===== src/rtl/ysyx_25020047_lsu.sv =====
// Load/store unit: one handshaked word-port access per request, with
// misalignment/conflict detection and a REQ+WAIT timeout.
module ysyx_25020047_lsu #(
    parameter int unsigned TIMEOUT_CYCLES = 64
) (
    input  logic        clk,
    input  logic        rst_n,
    input  logic        req_valid,
    output logic        req_ready,
    input  logic [31:0] addr,
    input  logic [31:0] wdata,
    input  logic        read,
    input  logic        write,
    input  logic        word,
    output logic        resp_valid,
    output logic [31:0] resp_rdata,
    output logic        resp_err,
    output logic        mem_req_valid,
    input  logic        mem_req_ready,
    output logic [31:0] mem_addr,
    output logic        mem_wen,
    output logic [31:0] mem_wdata,
    output logic [3:0]  mem_wstrb,
    input  logic        mem_rsp_valid,
    input  logic [31:0] mem_rdata
);

    typedef enum logic [1:0] {IDLE, REQ, WAIT, DONE} state_t;

    localparam logic [8:0] LIMIT = 9'(TIMEOUT_CYCLES - 1);

    state_t      state, state_d;
    logic [8:0]  cnt, cnt_d;
    logic [1:0]  off_q;
    logic        word_q, write_q;
    logic [31:0] rdata_d;
    logic        err_d;
    logic        go_mem;
    logic [7:0]  rd_byte;

    assign req_ready     = (state == IDLE);
    assign resp_valid    = (state == DONE);
    assign mem_req_valid = (state == REQ);
    assign rd_byte       = mem_rdata[{off_q, 3'b000} +: 8];

    // resp_rdata/resp_err are loaded only on the edge entering DONE, so they
    // fall back to zero automatically on the edge leaving it.
    always_comb begin
        state_d = state;
        cnt_d   = cnt;
        rdata_d = '0;
        err_d   = 1'b0;
        go_mem  = 1'b0;
        case (state)
            IDLE: begin
                if (req_valid) begin
                    if (!read && !write) begin
                        state_d = DONE;
                    end else if ((read && write) || (word && addr[1:0] != 2'b00)) begin
                        state_d = DONE;
                        err_d   = 1'b1;
                    end else begin
                        state_d = REQ;
                        cnt_d   = '0;
                        go_mem  = 1'b1;
                    end
                end
            end
            REQ: begin
                cnt_d = cnt + 9'd1;
                if (mem_req_ready) begin
                    state_d = WAIT;
                end else if (cnt >= LIMIT) begin
                    state_d = DONE;
                    err_d   = 1'b1;
                end
            end
            WAIT: begin
                cnt_d = cnt + 9'd1;
                if (mem_rsp_valid) begin
                    state_d = DONE;
                    if (!write_q) begin
                        rdata_d = word_q ? mem_rdata : {24'b0, rd_byte};
                    end
                end else if (cnt >= LIMIT) begin
                    state_d = DONE;
                    err_d   = 1'b1;
                end
            end
            DONE: state_d = IDLE;
            default: state_d = IDLE;
        endcase
    end

    always_ff @(posedge clk or negedge rst_n) begin
        if (!rst_n) begin
            state      <= IDLE;
            cnt        <= '0;
            resp_rdata <= '0;
            resp_err   <= 1'b0;
            mem_addr   <= '0;
            mem_wen    <= 1'b0;
            mem_wdata  <= '0;
            mem_wstrb  <= '0;
            off_q      <= '0;
            word_q     <= 1'b0;
            write_q    <= 1'b0;
        end else begin
            state      <= state_d;
            cnt        <= cnt_d;
            resp_rdata <= rdata_d;
            resp_err   <= err_d;
            if (go_mem) begin
                mem_addr  <= {addr[31:2], 2'b00};
                mem_wen   <= write;
                mem_wdata <= word ? wdata : {4{wdata[7:0]}};
                mem_wstrb <= !write ? 4'b0000 : (word ? 4'b1111 : (4'b0001 << addr[1:0]));
                off_q     <= addr[1:0];
                word_q    <= word;
                write_q   <= write;
            end
        end
    end

endmodule


===== config.mk =====
export PLATFORM = sky130hd
export DESIGN_NAME = ysyx_25020047_lsu
export DESIGN_NICKNAME = d
export VERILOG_FILES = /design/src/rtl/ysyx_25020047_lsu.sv
export SDC_FILE = /design/constraint.sdc
export NUM_CORES = 1
export LEC_CHECK = 0
export ABC_AREA = 1
export BUFFER_PORTS_ARGS = -buffer_cell sky130_fd_sc_hd__buf_2
export CORE_MARGIN = 1.5
export CORE_UTILIZATION = 52
export CTS_CLUSTER_SIZE = 20
export DETAILED_ROUTE_END_ITERATION = 16
export HOLD_SLACK_MARGIN = 0.1
export PLACE_DENSITY = 0.83
export SETUP_SLACK_MARGIN = 0.4
export SYNTH_ARGS = -nofsm -noshare
export SYNTH_HDL_FRONTEND = slang
export SYNTH_SLANG_ARGS = --single-unit

===== constraint.sdc =====
create_clock -name clk -period 4.7 [get_ports clk]
set_clock_uncertainty 0.15 [all_clocks]
set_input_delay 0.47 -clock clk [delete_from_list [all_inputs] [get_ports clk]]
set_output_delay 0.47 -clock clk [all_outputs]
set_load 0.05 [all_outputs]

Word level (Yosys, flattened, before mapping)
Index checks and enable logic that the tools add are counted.
{ "word_totals": {"ff_bits": 114, "elab_cells": 60, "inputBits": 104, "output_inout_bits": 105} }
{ "classes": {"add_sub_neg": 1, "n_lt_le_gt_ge": 1, "eq_ne": 6, "mux": 29, "reduce_logical": 11, "n_shift": 2} }
{ "ops": {"columns": ["cell", "count"], "rows": [
  ["32-bit two-way mux", 5],
  ["32-bit by 6-bit variable part select with 8-bit output", 1],
  ["9-bit two-way mux", 3],
  ["9-bit one-hot mux with 2 select lines", 1],
  ["2-bit two-way mux", 6],
  ["1-bit two-way mux", 10],
  ["9-bit by 1-bit adder with 9-bit output (second input constant)", 1],
  ["9-bit by 6-bit greater-or-equal comparator with 1-bit output (second input constant)", 1],
  ["4-bit two-way mux", 2],
  ["2-bit one-hot mux with 4 select lines", 1],
  ["2-bit inequality test (second input constant)", 3],
  ["2-bit == test (second input constant)", 2],
  ["4-bit AND reduction", 1],
  ["2-bit nonzero test", 2],
  ["1-bit by 2-bit << shifter with 4-bit output (first input constant)", 1],
  ["1-bit logical AND", 3],
  ["1-bit one-hot mux with 3 select lines", 1],
  ["2-bit by 1-bit == test with 1-bit output (second input constant)", 1],
  ["1-bit logical NOT", 2],
  ["2-bit logical NOT", 1],
  ["2-bit OR reduction", 1],
  ["1-bit logical OR", 1]
]} }

Longest topological paths before layout
Gate-level depths: netlist of run 1.
{ "depth": {"depth_word": 7, "mapped_depth": 10, "depth_no_buf": 10} }

Least setup slack after synthesis of run 1
OpenSTA, ideal clock, no wires.
{ "synth_path": {"path_kind": "reg2reg", "startpoint": "register state[1]", "endpoint": "register mem_wdata[27]", "slack_ps": 2647, "required_ps": 4419, "path_buffers": 2, "setup_time_ps": 131, "path_stages_with_launch": 10, "period_less_slack_ps": 2053, "t_arrival_ps": 1771, "path_cell_list": "dfrtp_1 -> inv_1 -> ha_1 -> nand2_1 -> nor2_1 -> nand2_2 -> buf_6 -> buf_6 -> nand2_1 -> o21ai_0"} }
{ "synth_via": {"elab_chain_cells": 2} }
{ "synth_lines": {"columns": ["item", "line", "source"], "rows": [
  ["from (decl)", "32", "state_t state, state_d;"],
  ["from (signal assigned)", "109", "state <= state_d;"],
  ["2-bit logical NOT", null, null],
  ["named net req_ready", "9", "output logic req_ready,"],
  ["1-bit two-way mux", "54", "case (state)"],
  ["to (signal assigned)", "116", "mem_wdata <= word ? wdata : {4{wdata[7:0]}};"],
  ["to (decl)", "22", "output logic [31:0] mem_wdata,"]
]} }
The timed path passes the listed nets, and every way through them passes these cells.
A chain may end at the register's enable or synchronous reset.

Final worst setup path of run 1
{ "layout_path": {"startpoint": "register state[0]", "endpoint": "register resp_rdata[24]"} }
{ "layout_via": {"elab_chain_cells": 2} }
{ "layout_lines": {"columns": ["item", "line", "source"], "rows": [
  ["2-bit == test", "54", null],
  ["32-bit two-way mux", "54", null],
  ["named net rdata_d[24]", "36", "logic [31:0] rdata_d;"],
  ["to (signal assigned)", "111", "resp_rdata <= rdata_d;"],
  ["to (decl)", "16", "output logic [31:0] resp_rdata,"]
]} }
The timed path passes the listed nets, and every way through them passes these cells.

==> results.py, run 1 <==
metrics = {
    "outcome": {
        "outcome": "finished clean",
    },
    "sta": {
        "rsz0062_at_grt": "no",
        "slew_violations": 0,
        "max_freq_ghz": 0.4330,
        "worstMarginPinSlew_ns": 0.9062,
        "relSlewSlack_pct": 39.59,
        "period_needed_ns": 2.309,
        "setup_tns_ns": 0,
        "finalHoldViolCount": 0,
        "setup_viol": 0,
        "period_share_pct": 49.14,
    },
    "setup_path": {
        "r2r_start": "state[0]",
        "path_cells": "inv_1, ha_1, nand2_1, nor2_2, nand2_1, nor2_1",
        "ff2ff_path_depth": 6,
        "critical-path-max-stage-delay_ns": 0.53,
        "path_buf_inv": 1,
        "critical_path_class": "reg -> reg",
        "crit_path_end_kind": "flop",
        "crit_fanout": 24,
        "cp_top_family": "simple AND/OR/NAND/NOR gates",
        "start_kind": "flop",
        "worstPathArrival_ns": 2.56,
        "critPathRequiredTime_ns": 4.95,
        "cpMaxStageDelayCell": "nand2_1",
        "reg2reg_to": "resp_rdata[24]",
        "reg2reg_slack_ns": 2.39,
        "crit_top_cell": "nand2_1",
    },
    "logic_synthesis": {
        "ys_ff_latch": 114,
        "yosysWarningCount": 0,
        "avgSynthCellArea_sq_um": 8.765,
        "synth_area_sq_mm": 0.004926,
        "seq_area_frac_synth_pct": 57.91,
        "ys_types": 26,
        "syn_inst": 562,
    },
    "power": {
        "irDropWorstVdd_mv": 0.4750,
        "power-per-cell-area_mw_per_mm2": 717.1,
        "leakage_nw": 4.019,
    },
    "clock_tree": {
        "cts_resized": 0,
        "cts.path.max_buffers": 2,
        "cts-root-buf": "clkbuf_8",
        "h-tree-depth": 4,
        "clk_latency_ns": 0.51,
        "post_cts_buffers": 0,
        "cts_tree": "yes",
        "cts_buffers": 17,
        "cts.sinks": 114,
        "clk_pin_slew_ns": 0.06,
    },
    "placed_design": {
        "io_buffers": 206,
        "placed_area_sq_mm": 0.005931,
        "hpwlAfterDp_microns": 8983,
        "gp_congestion": 0.8656,
    },
    "drt": {
        "via_per_inst": 5.283,
        "drt_first_iter_violations": 346,
        "wl_per_cell_microns": 16.46,
        "firstDrtPassIters": 6,
        "ant_nets": 0,
        "wl_microns": 15720,
        "via_count": 5045,
        "drc": 0,
    },
    "hold_path": {
        "min_to": "mem_wdata[30]",
        "worstHoldPathCells": 3,
        "hold_path_class": "in -> reg",
        "hp-start": "wdata[30]",
    },
    "floorplanning": {
        "placementRows": 35,
        "fp.dieH_microns": 100.3,
        "start_util_pct": 53.56,
        "core-area_sq_mm": 0.009196,
        "die_w_microns": 100.3,
        "die_area_sq_mm": 0.01007,
        "io_pins": 209,
    },
    "run": {
        "max-cap-violations": 0,
    },
    "global_route": {
        "grt_max_degree": 104,
        "grt_antenna_before_repair": 2,
        "grtUsageTotal_pct": 32.34,
        "grt_pass1_wl_microns": 24600,
        "grt_pass1_vias": 5017,
        "overflow": 0,
    },
    "final_layout": {
        "layout-drive-gt1-share_pct": 30.25,
        "nets": 939,
        "area_delta_synth_final_pct": 46.02,
        "design_area_sq_mm": 0.007193,
        "num-fill-cells": 603,
    },
}
[cells by family (layout without fill, tap and decap cells)]
kind of cell	count (synthesis)	in the layout	share of synthesized area, %
and+or+nand+nor	241	241	19.15
xor gates and xnor gates	3	3	0.5335
AOI/OAI and AO/OA	119	119	13.23
other	1	3	0.07613
buffers and inverters	79	359	7.823
DFF	114	114	57.91
adders and majority gates	5	5	1.270
[metrics by stage]
stage	utilization, %	worst slack, ns	instances	hold slack, ns	power (W)
4_1_cts	78.19	2.436	954	0.1001	0.005110
2_1_floorplan	-	2.647	563	0.02441	0.003234
3_5_place_dp	64.49	2.081	856	0.3093	0.003773
5_1_grt	78.22	2.163	955	0.1045	0.005396
6_report	78.22	2.391	955	0.1092	0.005158
3_3_place_gp	64.49	2.223	856	0.3077	0.003720
[repair_timing]
item,CTS,global route
hold buffers,66,0
hold endpoints to repair,136,0
setup endpoints to repair,0,0
[final cells by class]
class	count	area (sq um)	share of cell area, %
Tap cell	111	138.9	1.931
Multi-Input combinational cell	370	1692	23.52
Clock inverter	14	181.4	2.522
Clock buffer	18	417.9	5.810
Antenna cell	1	2.502	0.03479
Timing Repair Buffer	274	1709	23.76
Inverter	53	198.9	2.766
Sequential cell	114	2853	39.66
[layer usage]
| layer | routed length [microns] | vias up | global-route usage, % |
|---|---|---|---|
| met1 | 5803 | 2370 | 35.29 |
| met4 | 712 | 2 | 18.31 |
| met2 | 8012 | 276 | 55.83 |
| li1 | - | 2320 | - |
| met3 | 1176 | 77 | 10.10 |
| met5 | 11 | - | 0 |
[report_power, final]
group / leakage [nW] / total [W] / internal, W / switching, W
clock: 0.278 / 0.00130 / 0.000814 / 0.000484
sequential: 1.48 / 0.00154 / 0.00131 / 0.000225
combinational: 2.26 / 0.00232 / 0.000535 / 0.00179
total: 4.02 / 0.00516 / 0.00266 / 0.00250
[cells in the mapped netlist]
cell	n	share of area, %
a21oi_1	47	4.8
a21oi_4	1	0.33
buf_2	8	0.81
buf_4	3	0.46
buf_6	9	2.1
clkbuf_1	6	0.46
clkinv_1	3	0.23
conb_1	1	0.076
dfrtp_1	114	58
ha_1	5	1.3
inv_1	45	3.4
inv_2	5	0.38
nand2_1	171	13
nand2_2	2	0.25
nand3_1	11	1.1
nand3b_1	1	0.15
nor2_1	49	3.7
nor2_2	3	0.38
nor3_1	3	0.30
o21ai_0	50	5.1
o21ai_1	9	0.91
o21ai_2	3	0.53
o21bai_4	1	0.38
o31ai_1	8	1.2
or2_4	1	0.18
xor2_1	3	0.53
[how the worst max path moves through the flow]
stage | from | endpoint | depth (start not counted)
final | state[0] | resp_rdata[24] | 6
after global routing | state[1] | mem_addr[15] | 8
after global placement | word | mem_wdata[5] | 7
after CTS | state[1] | mem_wdata[14] | 7
after floorplan | state[1] | mem_wdata[27] | 9
after detailed placement | word | mem_wdata[14] | 7
[registers in the layout, indices dropped and copies added (netlist names), 2 cells and up]
name        count
mem_addr       30
off_q           2
mem_wdata      32
mem_wstrb       4
cnt             9
resp_rdata     32
state           2
[layout by cell type (no fill, tap or decap)]
cell type	n
buf_2	205
nand2_1	171
dfrtp_1	114
dlygate4sd3_1	66
o21ai_0	50
nor2_1	49
a21oi_1	47
inv_1	45
clkbuf_16	16
nand3_1	11
o21ai_1	9
o31ai_1	8
inv_2	5
ha_1	5
clkinv_4	5
clkinvlp_4	4
nor2_2	3
clkinv_1	3
nor3_1	3
xor2_1	3
o21ai_2	3
bufinv_16	3
buf_4	3
nand2_2	2
conb_1	2
inv_6	2
diode_2	1
a21oi_4	1
or2_4	1
o21bai_4	1
nand3b_1	1
clkbuf_8	1
clkbuf_1	1
[worst reg2reg max path: cells and delay by family, from the launching register on]
kind	cells	cell delay, ns
fa+ha+maj	1	0.21
buf+inv	1	0.10
flops	1	0.41
simple gates	4	1.32
Note: power is estimated with default switching activity, not from simulation.
==> inputs of run 2 (changes only) <==
--- a/config.mk
+++ b/config.mk
@@ -8,11 +8,11 @@
 export ABC_AREA = 1
 export BUFFER_PORTS_ARGS = -buffer_cell sky130_fd_sc_hd__buf_2
 export CORE_MARGIN = 1.5
-export CORE_UTILIZATION = 52
+export CORE_UTILIZATION = 48
 export CTS_CLUSTER_SIZE = 20
 export DETAILED_ROUTE_END_ITERATION = 16
 export HOLD_SLACK_MARGIN = 0.1
-export PLACE_DENSITY = 0.83
+export PLACE_DENSITY = 0.77
 export SETUP_SLACK_MARGIN = 0.4
 export SYNTH_ARGS = -nofsm -noshare
 export SYNTH_HDL_FRONTEND = slang
==> constraint.sdc (replaced) <==
create_clock -name clk -period 2.4 [get_ports clk]
set_clock_uncertainty 0.15 [all_clocks]
set_input_delay 0.24 -clock clk [delete_from_list [all_inputs] [get_ports clk]]
set_output_delay 0.24 -clock clk [all_outputs]
set_load 0.05 [all_outputs]
==> run 2 against run 1 <==
Against the previous run: die area up 8.1%; first-iteration DRC count up 16%; critical endpoint is now req_ready; core utilization down 0.085 points; clock-buffer cell count up 5; register-to-register slack worse by 1.9 ns; cell area up 7.1%; power up 100%; via count up 4.5%; final cell count up 6.8%; largest cell class unchanged; sequential cell count unchanged.
==> results.py, run 2 (synthesis results as in run 1) <==
metrics = {
    "outcome": {
        "outcome": "finished clean",
    },
    "sta": {
        "setup_viol": 0,
        "relSlewSlack_pct": 57.24,
        "period_needed_ns": 1.959,
        "max_freq_ghz": 0.5105,
        "slew_violations": 0,
        "period_share_pct": 81.63,
        "rsz0062_at_grt": "yes",
        "worstMarginPinSlew_ns": 0.6415,
        "finalHoldViolCount": 0,
        "setup_tns_ns": 0,
    },
    "clock_tree": {
        "cts.path.max_buffers": 2,
        "post_cts_buffers": 0,
        "cts_buffers": 17,
        "h-tree-depth": 4,
        "clk_pin_slew_ns": 0.06,
        "cts.sinks": 114,
        "cts-root-buf": "clkbuf_8",
        "clk_latency_ns": 0.51,
        "cts_tree": "yes",
    },
    "power": {
        "irDropWorstVdd_mv": 0.9356,
        "p_int_w": 0.005416,
        "power-per-cell-area_mw_per_mm2": 1338,
        "swShare_pct": 47.48,
        "p_total_w": 0.01031,
        "p_sw_w": 0.004896,
        "leakage_nw": 4.223,
        "seqPwrFrac_pct": 29.2,
        "p_clk_share_pct": 24.9,
        "p_comb_share_pct": 45.9,
    },
    "floorplanning": {
        "io_pins": 209,
        "die_area_sq_mm": 0.01088,
        "die_w_microns": 104.3,
        "fp.dieH_microns": 104.3,
        "start_util_pct": 49.94,
        "core-area_sq_mm": 0.009864,
        "placementRows": 36,
    },
    "global_route": {
        "grt_pass1_vias": 5384,
        "overflow": 0,
        "grt_pass1_wl_microns": 27370,
        "grt_antenna_before_repair": 0,
        "grtUsageTotal_pct": 32.31,
        "grt_max_degree": 115,
    },
    "final_layout": {
        "num-fill-cells": 592,
        "multi_input_area_sq_mm": 0.001702,
        "area_delta_synth_final_pct": 56.46,
        "nets": 984,
        "layout_common_cells": "buf_2 (205), nand2_1 (171), dfrtp_1 (113)",
        "layout_commonest_cell": "buf_2",
        "layout-drive-gt1-share_pct": 29.88,
        "seqCellArea_sq_mm": 0.002854,
        "num_antenna_cells": 0,
        "top_regs": "mem_wdata: 32 flops, resp_rdata: 32 flops, mem_addr: 30 flops",
        "fin_util_pct": 78.13,
        "fin_cells": 1020,
    },
    "setup_path": {
        "critical-path-max-stage-delay_ns": 0.42,
        "start_kind": "flop",
        "worstPathArrival_ns": 1.57,
        "crit_path_end_kind": "output pin",
        "critical_path_class": "reg -> out",
        "crit_fanout": 5,
        "cpMaxStageDelayCell": "dfrtp_1",
        "path_cells": "inv_1, ha_2, buf_2",
        "critPathRequiredTime_ns": 2.01,
    },
    "hold_path": {
        "hold_path_class": "in -> async",
    },
    "drt": {
        "via_count": 5272,
        "wl_per_cell_microns": 16.83,
        "wl_microns": 17170,
        "drt_first_iter_violations": 402,
        "drc": 0,
        "ant_nets": 0,
        "via_per_inst": 5.169,
        "firstDrtPassIters": 5,
    },
    "placed_design": {
        "dp.cells": 883,
        "io_buffers": 206,
        "gp_congestion": 0.8722,
        "hpwlAfterDp_microns": 9048,
    },
    "run": {
        "max-cap-violations": 0,
    },
}
run 2: stage by stage:
step                      hold slack [ns]  setup WS (ns)  area (sq um)
final                              0.1468         0.4410          7707
after floorplan                   -0.2056         0.5240          4932
after CTS                          0.2202         0.4502          7684
after global routing               0.2592         0.3696          7707
after detailed placement           0.2236         0.5319          6011
after global placement             0.2139         0.6230          6011
run 2: final timing paths:
| path | slack, ns | start | cells after the start | end |
|---|---|---|---|---|
| worst max-delay path | 0.44 | state[1] | 3 | req_ready |
| worst min-delay path | 0.15 | rst_n | 3 | state[1] |
| worst max register to register | 0.52 | state[1] | 8 | mem_wdata[23] |
| worst min register to register | 0.32 | mem_addr[2] | 2 | mem_addr[2] |
| max in group asynchronous | 1.39 | rst_n | 3 | off_q[1] |
| min in group clk | 0.32 | addr[2] | 4 | mem_addr[2] |
run 2: power groups by stage:
stage	clock, W	combinational (W)	sequential [W]
after floorplan	0	0.00134	0.00500
after global placement	0	0.00436	0.00296
after detailed placement	0	0.00445	0.00298
after CTS	0.00259	0.00461	0.00297
after global routing	0.00269	0.00500	0.00307
final	0.00257	0.00473	0.00301
run 2: repair_timing:
item	in CTS	in global routing
setup endpoints to repair	0	54
hold endpoints to repair	218	0
hold buffers	106	0
resized for setup	0	8
run 2: critical path, delay by kind of cell (launching register included):
| kind | cells | cell delay, ns |
|---|---|---|
| adders and majority gates | 1 | 0.25 |
| buffers and inverters | 2 | 0.40 |
| DFF | 1 | 0.42 |
run 2: area by class of cell:
| cell class | instances | share of cell area [%] |
|---|---|---|
| timing repair buffer | 319 | 28.17 |
| inverter | 53 | 2.630 |
| tap | 133 | 2.159 |
| clock inverter | 8 | 1.623 |
| clock buffer | 23 | 6.315 |
| multi-input combinational | 370 | 22.08 |
| sequential | 114 | 37.03 |
run 2: layer usage:
layer,vias up,GRT usage (%),routed length (microns)
met5,-,0,0
met4,0,17.26,712
met3,60,8.459,1365
met2,329,55.31,8644
met1,2487,36.89,6446
li1,2396,-,-
